--- src/rtl/bcd_time_converter_pkg.sv ---
// Shared types and elaboration helpers for the sequential binary-to-BCD time converter.
package bcd_time_converter_pkg;

  typedef enum logic [0:0] {
    IDLE  = 1'b0,
    SHIFT = 1'b1
  } stateT;

  typedef logic [3:0] bcdDigitT;

  // Saturates rather than wrapping so oversized DIGITS still passes the range check.
  function automatic longint unsigned pow10(input int n);
    longint unsigned r;
    r = 64'd1;
    for (int i = 0; i < n; i++) begin
      if (r > 64'd1844674407370955161) return 64'hFFFF_FFFF_FFFF_FFFF;
      r = r * 64'd10;
    end
    return r;
  endfunction

endpackage

--- src/rtl/bcd_digit_adjust.sv ---
// Double-dabble nibble correction: add 3 to any digit of 5 or more before the next shift.
module bcd_digit_adjust
  import bcd_time_converter_pkg::*;
(
  input  logic [3:0] digIn,
  output logic [3:0] digOut
);

  bcdDigitT dig;

  assign dig    = digIn;
  assign digOut = (dig >= 4'd5) ? dig + 4'd3 : dig;

endmodule

--- src/rtl/bcd_time_converter.sv ---
// Iterative shift-and-add-3 binary-to-BCD converter, one input bit per clock.
// Optional leading-zero blank mask enabled by defining BCD_LEADING_BLANK_EN.
module bcd_time_converter
  import bcd_time_converter_pkg::*;
#(
  parameter int BIN_WIDTH = 26,
  parameter int DIGITS    = 8
) (
  input  logic                  clk,
  input  logic                  rst,
  input  logic                  start,
  input  logic [BIN_WIDTH-1:0]  bin_in,
  output logic                  busy,
  output logic                  done,
`ifdef BCD_LEADING_BLANK_EN
  output logic [DIGITS-1:0]     blank_mask,
`endif
  output logic [4*DIGITS-1:0]   bcd_out
);

  localparam int CNT_W = $clog2(BIN_WIDTH + 1);
  localparam int ACC_W = 4 * DIGITS;

  if (BIN_WIDTH < 1 || BIN_WIDTH > 62 ||
      ((64'd1 << BIN_WIDTH) - 64'd1) >= pow10(DIGITS)) begin : gIllegal
    $error("bcd_time_converter: 2^BIN_WIDTH-1 must be below 10^DIGITS");
  end

  stateT                state;
  logic [BIN_WIDTH-1:0] shReg;
  logic [BIN_WIDTH-1:0] shNext;
  logic [ACC_W-1:0]     acc;
  logic [ACC_W-1:0]     adj;
  logic [ACC_W-1:0]     accNext;
  logic [CNT_W-1:0]     cnt;
  logic [ACC_W+BIN_WIDTH-1:0] shifted;

  for (genvar d = 0; d < DIGITS; d++) begin : gDig
    bcd_digit_adjust uAdj (
      .digIn  (acc[4*d +: 4]),
      .digOut (adj[4*d +: 4])
    );
  end

  // Adjusted accumulator and shift register move left together as one word.
  assign shifted = {adj, shReg} << 1;
  assign accNext = shifted[ACC_W+BIN_WIDTH-1:BIN_WIDTH];
  assign shNext  = shifted[BIN_WIDTH-1:0];

`ifdef BCD_LEADING_BLANK_EN
  logic [DIGITS-1:0] maskNext;
  logic              zeroAbove;

  // Digit 0 is never blanked so a zero value still shows one "0".
  always_comb begin
    maskNext  = '0;
    zeroAbove = 1'b1;
    for (int i = DIGITS - 1; i >= 1; i--) begin
      zeroAbove   = zeroAbove & (accNext[4*i +: 4] == 4'd0);
      maskNext[i] = zeroAbove;
    end
  end
`endif

  always_ff @(posedge clk or posedge rst) begin
    if (rst) begin
      state   <= IDLE;
      shReg   <= '0;
      acc     <= '0;
      cnt     <= '0;
      busy    <= 1'b0;
      done    <= 1'b0;
      bcd_out <= '0;
`ifdef BCD_LEADING_BLANK_EN
      blank_mask <= '0;
`endif
    end else begin
      done <= 1'b0;
      case (state)
        IDLE: begin
          if (start) begin
            shReg <= bin_in;
            acc   <= '0;
            cnt   <= CNT_W'(BIN_WIDTH);
            busy  <= 1'b1;
            state <= SHIFT;
          end
        end
        SHIFT: begin
          acc   <= accNext;
          shReg <= shNext;
          cnt   <= cnt - CNT_W'(1);
          if (cnt == CNT_W'(1)) begin
            bcd_out <= accNext;
`ifdef BCD_LEADING_BLANK_EN
            blank_mask <= maskNext;
`endif
            done  <= 1'b1;
            busy  <= 1'b0;
            state <= IDLE;
          end
        end
        default: state <= IDLE;
      endcase
    end
  end

endmodule

--- config.mk ---
export PLATFORM = sky130hd
export DESIGN_NAME = bcd_time_converter
export DESIGN_NICKNAME = d
export VERILOG_FILES = /design/src/rtl/bcd_time_converter_pkg.sv /design/src/rtl/bcd_digit_adjust.sv /design/src/rtl/bcd_time_converter.sv
export SDC_FILE = /design/constraint.sdc
export NUM_CORES = 1
export LEC_CHECK = 0
export BUFFER_PORTS_ARGS = -buffer_cell sky130_fd_sc_hd__buf_2
export CAP_MARGIN = 20
export CORE_ASPECT_RATIO = 1.1
export CORE_MARGIN = 2
export CORE_UTILIZATION = 28
export CTS_BUF_LIST = sky130_fd_sc_hd__clkbuf_8
export DETAILED_ROUTE_END_ITERATION = 16
export PLACE_DENSITY_LB_ADDON = 0.2
export SYNTH_ARGS = -nofsm -noshare
export SYNTH_HDL_FRONTEND = slang
export SYNTH_HIERARCHICAL = 1
export SYNTH_SLANG_ARGS = --single-unit
--- constraint.sdc ---
create_clock -name clk -period 7.3 [get_ports clk]
set_input_delay 1.46 -clock clk [delete_from_list [all_inputs] [get_ports clk]]
set_output_delay 1.46 -clock clk [all_outputs]
set_load 0.02 [all_outputs]
==> impl_metrics.py, run 1 <==
metrics = {
    "setup_path": {
        "worst_path_largest_cell_delay_ps": 500,
        "cell_by_cell_listing_of_the_critical_path": "buf_2 > buf_4 > nor2_1 > buf_4 > a22o_1",
        "end_kind": "register",
        "maximum_net_fanout_on_the_critical_path": 46,
        "timing.critical_path.slowest_stage_cell": "sky130_fd_sc_hd__buf_4",
        "r2r-end": "busy$_DFFE_PP0P_",
        "critical_path.startpoint_type": "input pin",
        "timing.critical_path.required_ps": 7550,
        "worst_path_arrival_ps": 2730,
        "timing.reg2reg.worst_path_depth": 4,
        "cp_common_cell": "sky130_fd_sc_hd__buf_4",
        "worst_r2r_startpoint": "state$_DFF_PP0_",
        "worst_reg2reg_setup_slack_ps": 4980,
        "crit_type": "in2reg",
    },
    "global_routing": {
        "global_route.usage.met2_pct": 19.0,
        "first_global_vias": 3388,
        "grt.overflow.total": 0,
        "gr-usage-met3_pct": 2.42,
        "grt_busiest_layer": "met2",
        "gr-usage-all-layers_pct": 11.5,
        "grt_util_met1_pct": 14.8,
        "antenna_violations_before_repair": 0,
        "grt_max_degree": 92,
        "grt_first_pass_wirelength_um": 16600,
    },
    "cts": {
        "clk_pin_slew_ps": 90,
        "tritoncts_num_sinks": 98,
        "cts_hold_buffers": 0,
        "cts_max_path_buffers": 2,
        "cts_root_buffer": "sky130_fd_sc_hd__clkbuf_8",
        "postCtsResizedCells": 0,
        "tritoncts": "done",
        "clk_latency_ps": 360,
        "ctsHtreeMaxLevel": 3,
        "cts_made_buffers": 9,
        "postCtsSetupBuffers": 0,
    },
    "floorplan": {
        "top_level_ports": 63,
        "die_w_um": 128,
        "fp-row-count": 49,
        "die-area_sq_mm": 0.0178,
        "design.core.area_sq_mm": 0.0164,
        "die_height_um": 140,
        "initial_utilization_pct": 28.7,
    },
    "routing": {
        "drt-initial-drc-count": 183,
        "post_drt_wl_per_cell_um": 13.6,
        "remaining_drc_errors": 0,
        "routed_wirelength_um": 9610,
        "drtAntennaViolNets": 0,
        "post_drt_via_cell_ratio": 4.62,
        "via_count": 3264,
        "drt_pass1_iterations": 4,
    },
    "power_and_ir_drop": {
        "fin_total_pwr_mw": 2.24,
        "leakagePower_nw": 2.64,
        "power_density_mw_per_mm2": 418,
        "vdd_ir_drop_max_mv": 0.103,
    },
    "sta": {
        "upper_clock_frequency_limit_ghz": 0.404,
        "worst_clock_skew_ps": 6.36,
        "actual_slew_at_the_worst_max_slew_pin_ps": 977,
        "number_of_pins_with_negative_max_slew_slack_in_the_final_report": 0,
        "finalHoldViolations": 0,
        "fin_tns_setup_ps": 0,
        "setup-violations-final": 0,
        "max_slew_margin_pct": 34.9,
        "final.setup.worst_slack_ps": 4820,
        "timing.final.crit_share_pct": 33.9,
        "finalWorstPathRequiredPeriod_ps": 2480,
        "grt_setup_unrepaired": "no",
    },
    "layout": {
        "multi_input_area_sq_mm": 0.00206,
        "antenna_cells": 0,
        "fin_util_pct": 32.7,
        "final_cell_area_sq_mm": 0.00536,
        "final_layout_size_suffix_gt1_share_pct": 23.9,
        "storage_cell_area_sq_mm": 0.00245,
        "flow.area_growth_from_synthesis_pct": 14.0,
        "num-fill-cells": 1688,
        "layout.nets": 545,
    },
    "placement": {
        "place_ws_ps": 4410,
        "port_buffers": 62,
        "place_congestion": 0.752,
        "placed_cell_areas_sq_mm": 0.00520,
        "detailed_place_hpwl_um": 6430,
    },
    "min_path": {
        "hold_path.startpoint": "bcd_out[17]$_DFFE_PP0P_",
        "min_delay_worst_endpoint": "bcd_out[17]$_DFFE_PP0P_",
        "timing.hold.worst.class": "reg2reg",
        "whs_path_depth": 1,
    },
    "flow_run": {
        "cap_violations": 0,
    },
    "synthesis": {
        "synth_warnings": 6,
        "syn-cell-area_sq_mm": 0.00470,
        "synthesis.nets": 488,
        "syn_avg_cell_area_sq_um": 10.7,
        "synth_cells": 441,
    },
    "status": {
        "outcome": "completed",
    },
}
[critical path: cells and delay by family]
family          cells  cell delay (ps)
compound gates      1              220
buf+inv             3              830
simple gates        1              170
[layout make-up]
class                           count  share of cell area [%]
Timing Repair Buffer               67                    6.50
Clock inverter                      7                   0.607
Sequential cell                    98                    45.8
Inverter                           20                    1.45
Clock buffer                        9                    2.31
Tap cell                          204                    4.77
Multi-Input combinational cell    302                    38.6
[per-stage QoR]
step                      cells  hold slack [ps]
after floorplan             441              449
after global placement      691              462
after detailed placement    691              469
after CTS                   707              494
after global routing        707              517
final                       707              489
[worst max path at each step]
stage,from,to,slack [ps]
global route,state$_DFF_PP0_,acc[25]$_DFFE_PP0P_,4670
finish,start,acc[9]$_DFFE_PP0P_,4820
CTS,start,acc[3]$_DFFE_PP0P_,4830
detailed placement,rst,state$_DFF_PP0_,4410
global placement,rst,state$_DFF_PP0_,4440
floorplan,rst,acc[0]$_DFFE_PP0P_,3280
[flip-flops by register name, summed over array words and instances, names as in the netlist]
name     count
acc         32
bcd_out     32
shReg       26
cnt          5
busy         1
done         1
state        1
[per-layer routing]
| metal | up-vias | part of all wire (%) |
|---|---|---|
| li1 | 1605 | - |
| met1 | 1602 | 47 |
| met2 | 45 | 48 |
| met3 | 12 | 3.6 |
| met4 | 0 | 1.7 |
| met5 | - | 0 |
[power by group]
group,internal (mW),switching [mW]
Combinational,0.451,0.539
Clock,0.118,0.182
Sequential,0.770,0.181
Total,1.34,0.902
[placed cells by master (no fill, tap or decap), types with 10 or more instances in the layout]
master and count:
sky130_fd_sc_hd__xnor2_1 10, sky130_fd_sc_hd__mux2i_1 34, sky130_fd_sc_hd__dfrtp_1 97, sky130_fd_sc_hd__buf_2 62
sky130_fd_sc_hd__nand2_1 90, sky130_fd_sc_hd__o21ai_0 48, sky130_fd_sc_hd__inv_1 22, sky130_fd_sc_hd__a22o_1 17
sky130_fd_sc_hd__mux2_2 30, sky130_fd_sc_hd__nand2b_1 15, sky130_fd_sc_hd__nor2_1 12, sky130_fd_sc_hd__ha_1 18
Power figures use the tool's default switching activity.
==> run 2: changes to the inputs <==
- clock period: 7.3 -> 2 ns (I/O delays scaled with it)
==> impl_metrics.py, run 2 (synthesis results as in run 1) <==
metrics = {
    "setup_path": {
        "critical_path.startpoint_type": "register",
        "maximum_net_fanout_on_the_critical_path": 19,
        "end_kind": "register",
        "crit_type": "reg2reg",
        "worst_path_arrival_ps": 1890,
        "timing.critical_path.required_ps": 2240,
    },
    "layout": {
        "antenna_cells": 0,
        "layout.nets": 550,
        "most-common-layout-cells": "sky130_fd_sc_hd__dfrtp_1 (97), sky130_fd_sc_hd__nand2_1 (90), sky130_fd_sc_hd__buf_2 (62), sky130_fd_sc_hd__o21ai_0 (48), sky130_fd_sc_hd__mux2i_1 (34)",
        "final_layout_size_suffix_gt1_share_pct": 24.7,
        "multi_input_area_sq_mm": 0.00206,
        "top_regs": "acc: 32 flops, bcd_out: 32 flops, shReg: 26 flops",
        "most_frequent_standard_cell_in_the_layout_excluding_fill_and_tap_cells": "sky130_fd_sc_hd__dfrtp_1",
        "fin_util_pct": 33.5,
        "flow.area_growth_from_synthesis_pct": 16.8,
        "storage_cell_area_sq_mm": 0.00245,
        "num-fill-cells": 1682,
    },
    "power_and_ir_drop": {
        "power_density_mw_per_mm2": 1560,
        "vdd_ir_drop_max_mv": 0.401,
        "leakagePower_nw": 2.70,
    },
    "floorplan": {
        "design.core.area_sq_mm": 0.0164,
        "initial_utilization_pct": 28.7,
        "top_level_ports": 63,
        "die_height_um": 140,
        "die-area_sq_mm": 0.0178,
        "die_w_um": 128,
        "fp-row-count": 49,
    },
    "global_routing": {
        "grt.overflow.total": 0,
        "grt_max_degree": 99,
        "grt_first_pass_wirelength_um": 16500,
        "antenna_violations_before_repair": 0,
        "first_global_vias": 3414,
        "gr-usage-all-layers_pct": 11.4,
    },
    "sta": {
        "finalHoldViolations": 0,
        "max_slew_margin_pct": 62.8,
        "upper_clock_frequency_limit_ghz": 0.608,
        "setup-violations-final": 0,
        "timing.final.crit_share_pct": 82.2,
        "finalWorstPathRequiredPeriod_ps": 1640,
        "worst_clock_skew_ps": 12.6,
        "final.setup.worst_slack_ps": 356,
        "actual_slew_at_the_worst_max_slew_pin_ps": 558,
        "fin_tns_setup_ps": 0,
        "number_of_pins_with_negative_max_slew_slack_in_the_final_report": 0,
        "grt_setup_unrepaired": "no",
    },
    "cts": {
        "clk_latency_ps": 360,
        "cts_hold_buffers": 0,
        "cts_max_path_buffers": 2,
        "cts_root_buffer": "sky130_fd_sc_hd__clkbuf_8",
        "postCtsResizedCells": 0,
        "cts_made_buffers": 9,
        "ctsHtreeMaxLevel": 3,
        "postCtsSetupBuffers": 0,
        "tritoncts_num_sinks": 98,
        "clk_pin_slew_ps": 100,
        "tritoncts": "done",
    },
    "placement": {
        "port_buffers": 62,
        "detailed_place_hpwl_um": 6380,
        "place_ws_ps": 343,
        "place_congestion": 0.741,
    },
    "flow_run": {
        "cap_violations": 0,
    },
    "min_path": {
        "timing.hold.worst.class": "in2async",
    },
    "routing": {
        "drt_pass1_iterations": 4,
        "drtAntennaViolNets": 0,
        "remaining_drc_errors": 0,
        "drt-initial-drc-count": 107,
        "routed_wirelength_um": 9620,
        "via_count": 3220,
        "post_drt_via_cell_ratio": 4.53,
        "post_drt_wl_per_cell_um": 13.5,
    },
    "status": {
        "outcome": "completed",
    },
}
run 2: final timing paths:
path                                      start                 endpoint  slack [ps]  cells after the start
setup / recovery             cnt[1]$_DFFE_PP0P_  bcd_out[12]$_DFFE_PP0P_         360                      6
hold / removal                              rst   bcd_out[7]$_DFFE_PP0P_         170                      3
setup reg to reg             cnt[1]$_DFFE_PP0P_  bcd_out[12]$_DFFE_PP0P_         360                      6
hold reg to reg            shReg[9]$_DFFE_PP0P_    shReg[10]$_DFFE_PP0P_         480                      2
max in group asynchronous                   rst          state$_DFF_PP0_        1360                      3
min in group clk                      bin_in[0]     shReg[0]$_DFFE_PP0P_         340                      3
run 2: report_power, final:
part	switching, mW	internal [mW]	total, mW
registers	0.647	2.81	3.45
clock network	0.669	0.813	1.48
logic	1.96	1.67	3.63
total	3.28	5.29	8.57
run 2: layer usage:
layer | GRT usage, % | vias to the layer above | wire (um)
li1 | - | 1606 | -
met1 | 14.0 | 1557 | 4400
met2 | 19.6 | 47 | 4700
met3 | 2.58 | 10 | 375
met4 | 4.28 | 0 | 146
met5 | 0 | - | 0
run 2: layout make-up:
cell class | count | area share (%)
clock buffer | 9 | 2.26
clock inverter | 6 | 1.85
inverter | 20 | 1.44
multi-input combinational | 302 | 37.6
sequential | 98 | 44.7
tap | 204 | 4.65
timing repair buffer | 72 | 7.48
run 2: through the flow:
| stage | cell area, sq um | total power [mW] | hold WS [ps] | cells |
|---|---|---|---|---|
| after floorplan | 4700 | 6.20 | 449 | 441 |
| after global placement | 5260 | 7.07 | 462 | 696 |
| after detailed placement | 5260 | 7.20 | 464 | 696 |
| after CTS | 5490 | 8.75 | 152 | 711 |
| after global routing | 5490 | 9.36 | 226 | 711 |
| final | 5490 | 8.57 | 169 | 711 |
run 2: worst max-delay path, stage by stage, from the launching register on:
cell	delay (ps)
sky130_fd_sc_hd__dfrtp_1	390
sky130_fd_sc_hd__inv_1	80
sky130_fd_sc_hd__ha_1	140
sky130_fd_sc_hd__nand2_1	80
sky130_fd_sc_hd__nor4_4	150
sky130_fd_sc_hd__buf_4	320
sky130_fd_sc_hd__mux2_2	370
==> run 3: changes to the inputs <==
- clock period: 2 -> 1.7 ns (I/O delays scaled with it)
==> impl_metrics.py, run 3 (synthesis results as in run 1) <==
metrics = {
    "layout": {
        "top_regs": "acc: 32 flops, bcd_out: 32 flops, shReg: 26 flops",
        "flow.area_growth_from_synthesis_pct": 17.7,
        "most_frequent_standard_cell_in_the_layout_excluding_fill_and_tap_cells": "sky130_fd_sc_hd__dfrtp_1",
        "final_layout_size_suffix_gt1_share_pct": 26.1,
        "most-common-layout-cells": "sky130_fd_sc_hd__dfrtp_1 (97), sky130_fd_sc_hd__nand2_1 (90), sky130_fd_sc_hd__buf_2 (62), sky130_fd_sc_hd__o21ai_0 (48), sky130_fd_sc_hd__mux2i_1 (33)",
        "storage_cell_area_sq_mm": 0.00245,
        "layout.nets": 558,
        "multi_input_area_sq_mm": 0.00207,
        "finish.cell_count_without_fillers": 718,
        "antenna_cells": 0,
        "num-fill-cells": 1632,
    },
    "sta": {
        "worst_clock_skew_ps": 9.47,
        "actual_slew_at_the_worst_max_slew_pin_ps": 469,
        "number_of_pins_with_negative_max_slew_slack_in_the_final_report": 0,
        "max_slew_margin_pct": 68.6,
        "upper_clock_frequency_limit_ghz": 0.602,
        "finalWorstPathRequiredPeriod_ps": 1660,
        "timing.final.crit_share_pct": 97.7,
        "final.setup.worst_slack_ps": 38.5,
        "finalHoldViolations": 0,
        "setup-violations-final": 0,
        "grt_setup_unrepaired": "yes",
    },
    "setup_path": {
        "timing.reg2reg.worst_path_depth": 7,
        "end_kind": "register",
        "r2r-end": "bcd_out[21]$_DFFE_PP0P_",
        "worst_r2r_startpoint": "cnt[1]$_DFFE_PP0P_",
        "maximum_net_fanout_on_the_critical_path": 7,
        "worst_reg2reg_setup_slack_ps": 40,
        "timing.critical_path.required_ps": 1950,
        "worst_path_arrival_ps": 1910,
        "crit_type": "reg2reg",
        "critical_path.startpoint_type": "register",
    },
    "routing": {
        "post_drt_wl_per_cell_um": 14.3,
        "drtAntennaViolNets": 0,
        "drt-initial-drc-count": 122,
        "drt_pass1_iterations": 4,
        "remaining_drc_errors": 0,
        "routed_wirelength_um": 10200,
        "via_count": 3346,
        "post_drt_via_cell_ratio": 4.66,
    },
    "cts": {
        "cts_max_path_buffers": 2,
        "ctsHtreeMaxLevel": 3,
        "clk_pin_slew_ps": 80,
        "tritoncts_num_sinks": 98,
        "cts_root_buffer": "sky130_fd_sc_hd__clkbuf_8",
        "cts_made_buffers": 9,
        "tritoncts": "done",
        "clk_latency_ps": 360,
    },
    "min_path": {
        "min_delay_worst_endpoint": "shReg[0]$_DFFE_PP0P_",
        "timing.hold.worst.class": "in2reg",
        "hold_path.startpoint": "bin_in[0]",
        "whs_path_depth": 3,
    },
    "global_routing": {
        "first_global_vias": 3447,
        "grt_max_degree": 69,
        "gr-usage-all-layers_pct": 11.7,
        "antenna_violations_before_repair": 0,
        "grt.overflow.total": 0,
        "grt_first_pass_wirelength_um": 17000,
    },
    "floorplan": {
        "die-area_sq_mm": 0.0178,
        "initial_utilization_pct": 28.7,
        "die_w_um": 128,
        "design.core.area_sq_mm": 0.0164,
        "fp-row-count": 49,
        "top_level_ports": 63,
        "die_height_um": 140,
    },
    "placement": {
        "place_ws_ps": 37.5,
        "place_congestion": 0.747,
        "instance_count_after_placement_with_tap_cells_included": 700,
        "detailed_place_hpwl_um": 6940,
        "port_buffers": 62,
    },
    "flow_run": {
        "cap_violations": 0,
    },
    "status": {
        "outcome": "completed",
    },
    "power_and_ir_drop": {
        "fin_total_pwr_mw": 9.85,
        "power_density_mw_per_mm2": 1780,
        "leakagePower_nw": 2.72,
        "vdd_ir_drop_max_mv": 0.469,
    },
}
[run 3: cell types whose count changed in the layout (fill, tap and decap cells not counted)]
| cell | previous run | this run |
|---|---|---|
| sky130_fd_sc_hd__clkbuf_8 | 9 | 11 |
| sky130_fd_sc_hd__buf_6 | 0 | 2 |
| sky130_fd_sc_hd__mux2i_1 | 34 | 33 |
| sky130_fd_sc_hd__ha_2 | 0 | 2 |
| sky130_fd_sc_hd__bufinv_16 | 3 | 0 |
| sky130_fd_sc_hd__mux2i_2 | 0 | 1 |
| sky130_fd_sc_hd__dlygate4sd3_1 | 0 | 1 |
| sky130_fd_sc_hd__buf_4 | 8 | 10 |
| sky130_fd_sc_hd__buf_12 | 2 | 4 |
| sky130_fd_sc_hd__ha_1 | 18 | 16 |
| sky130_fd_sc_hd__clkbuf_4 | 0 | 1 |
[run 3: per-layer routing]
metal | track usage [%] | wire length (um) | up-vias
met5 | 0 | 0 | -
li1 | - | - | 1629
met4 | 5.78 | 206 | 0
met1 | 15.1 | 4680 | 1649
met3 | 1.81 | 359 | 13
met2 | 19.1 | 4990 | 55
[run 3: worst max path at each step]
stage / from / endpoint / cells past startpoint
final: cnt[1]$_DFFE_PP0P_ / bcd_out[21]$_DFFE_PP0P_ / 7
after global routing: cnt[1]$_DFFE_PP0P_ / bcd_out[18]$_DFFE_PP0P_ / 7
after CTS: cnt[1]$_DFFE_PP0P_ / bcd_out[31]$_DFFE_PP0P_ / 6
after detailed placement: cnt[1]$_DFFE_PP0P_ / bcd_out[14]$_DFFE_PP0P_ / 6
after global placement: cnt[1]$_DFFE_PP0P_ / bcd_out[20]$_DFFE_PP0P_ / 6
after floorplan: cnt[1]$_DFFE_PP0P_ / bcd_out[10]$_DFFE_PP0P_ / 6
[run 3: what timing repair did]
item / in CTS / in global routing
endpoints found under the setup margin: 0 / 27
endpoints found under the hold margin: 16 / 0
buffers inserted: 0 / 2
gates resized for setup: 0 / 6
hold buffers: 1 / 0
[run 3: cell type report]
type | count | share of cell area (%)
Tap cell | 204 | 4.62
Clock buffer | 11 | 2.74
Clock inverter | 3 | 0.204
Inverter | 20 | 1.43
Timing Repair Buffer | 80 | 9.14
Multi-Input combinational cell | 302 | 37.5
Sequential cell | 98 | 44.4
[run 3: worst max-delay path: stages, from the launching register on]
cell	delay, ps
sky130_fd_sc_hd__dfrtp_1	390
sky130_fd_sc_hd__inv_1	80
sky130_fd_sc_hd__ha_1	140
sky130_fd_sc_hd__nand2_1	80
sky130_fd_sc_hd__nor4_4	130
sky130_fd_sc_hd__buf_4	190
sky130_fd_sc_hd__clkbuf_4	200
sky130_fd_sc_hd__mux2_2	340
[run 3: per-stage QoR]
step / hold WS, ps / setup TNS [ps] / utilization, % / area, sq um
after global routing: 259 / -598 / 33.8 / 5530
final: 255 / 0 / 33.8 / 5530
after CTS: 240 / 0 / 33.5 / 5490
after floorplan: 449 / 0 / - / 4700
after detailed placement: 394 / 0 / 32.5 / 5320
after global placement: 397 / 0 / 32.5 / 5320
[run 3: power by group]
group	internal [mW]	leakage (nW)	total (mW)	switching, mW
Clock	0.583	0.0951	1.35	0.770
Sequential	3.30	1.26	4.08	0.773
Combinational	2.03	1.36	4.42	2.39
Total	5.92	2.72	9.85	3.94
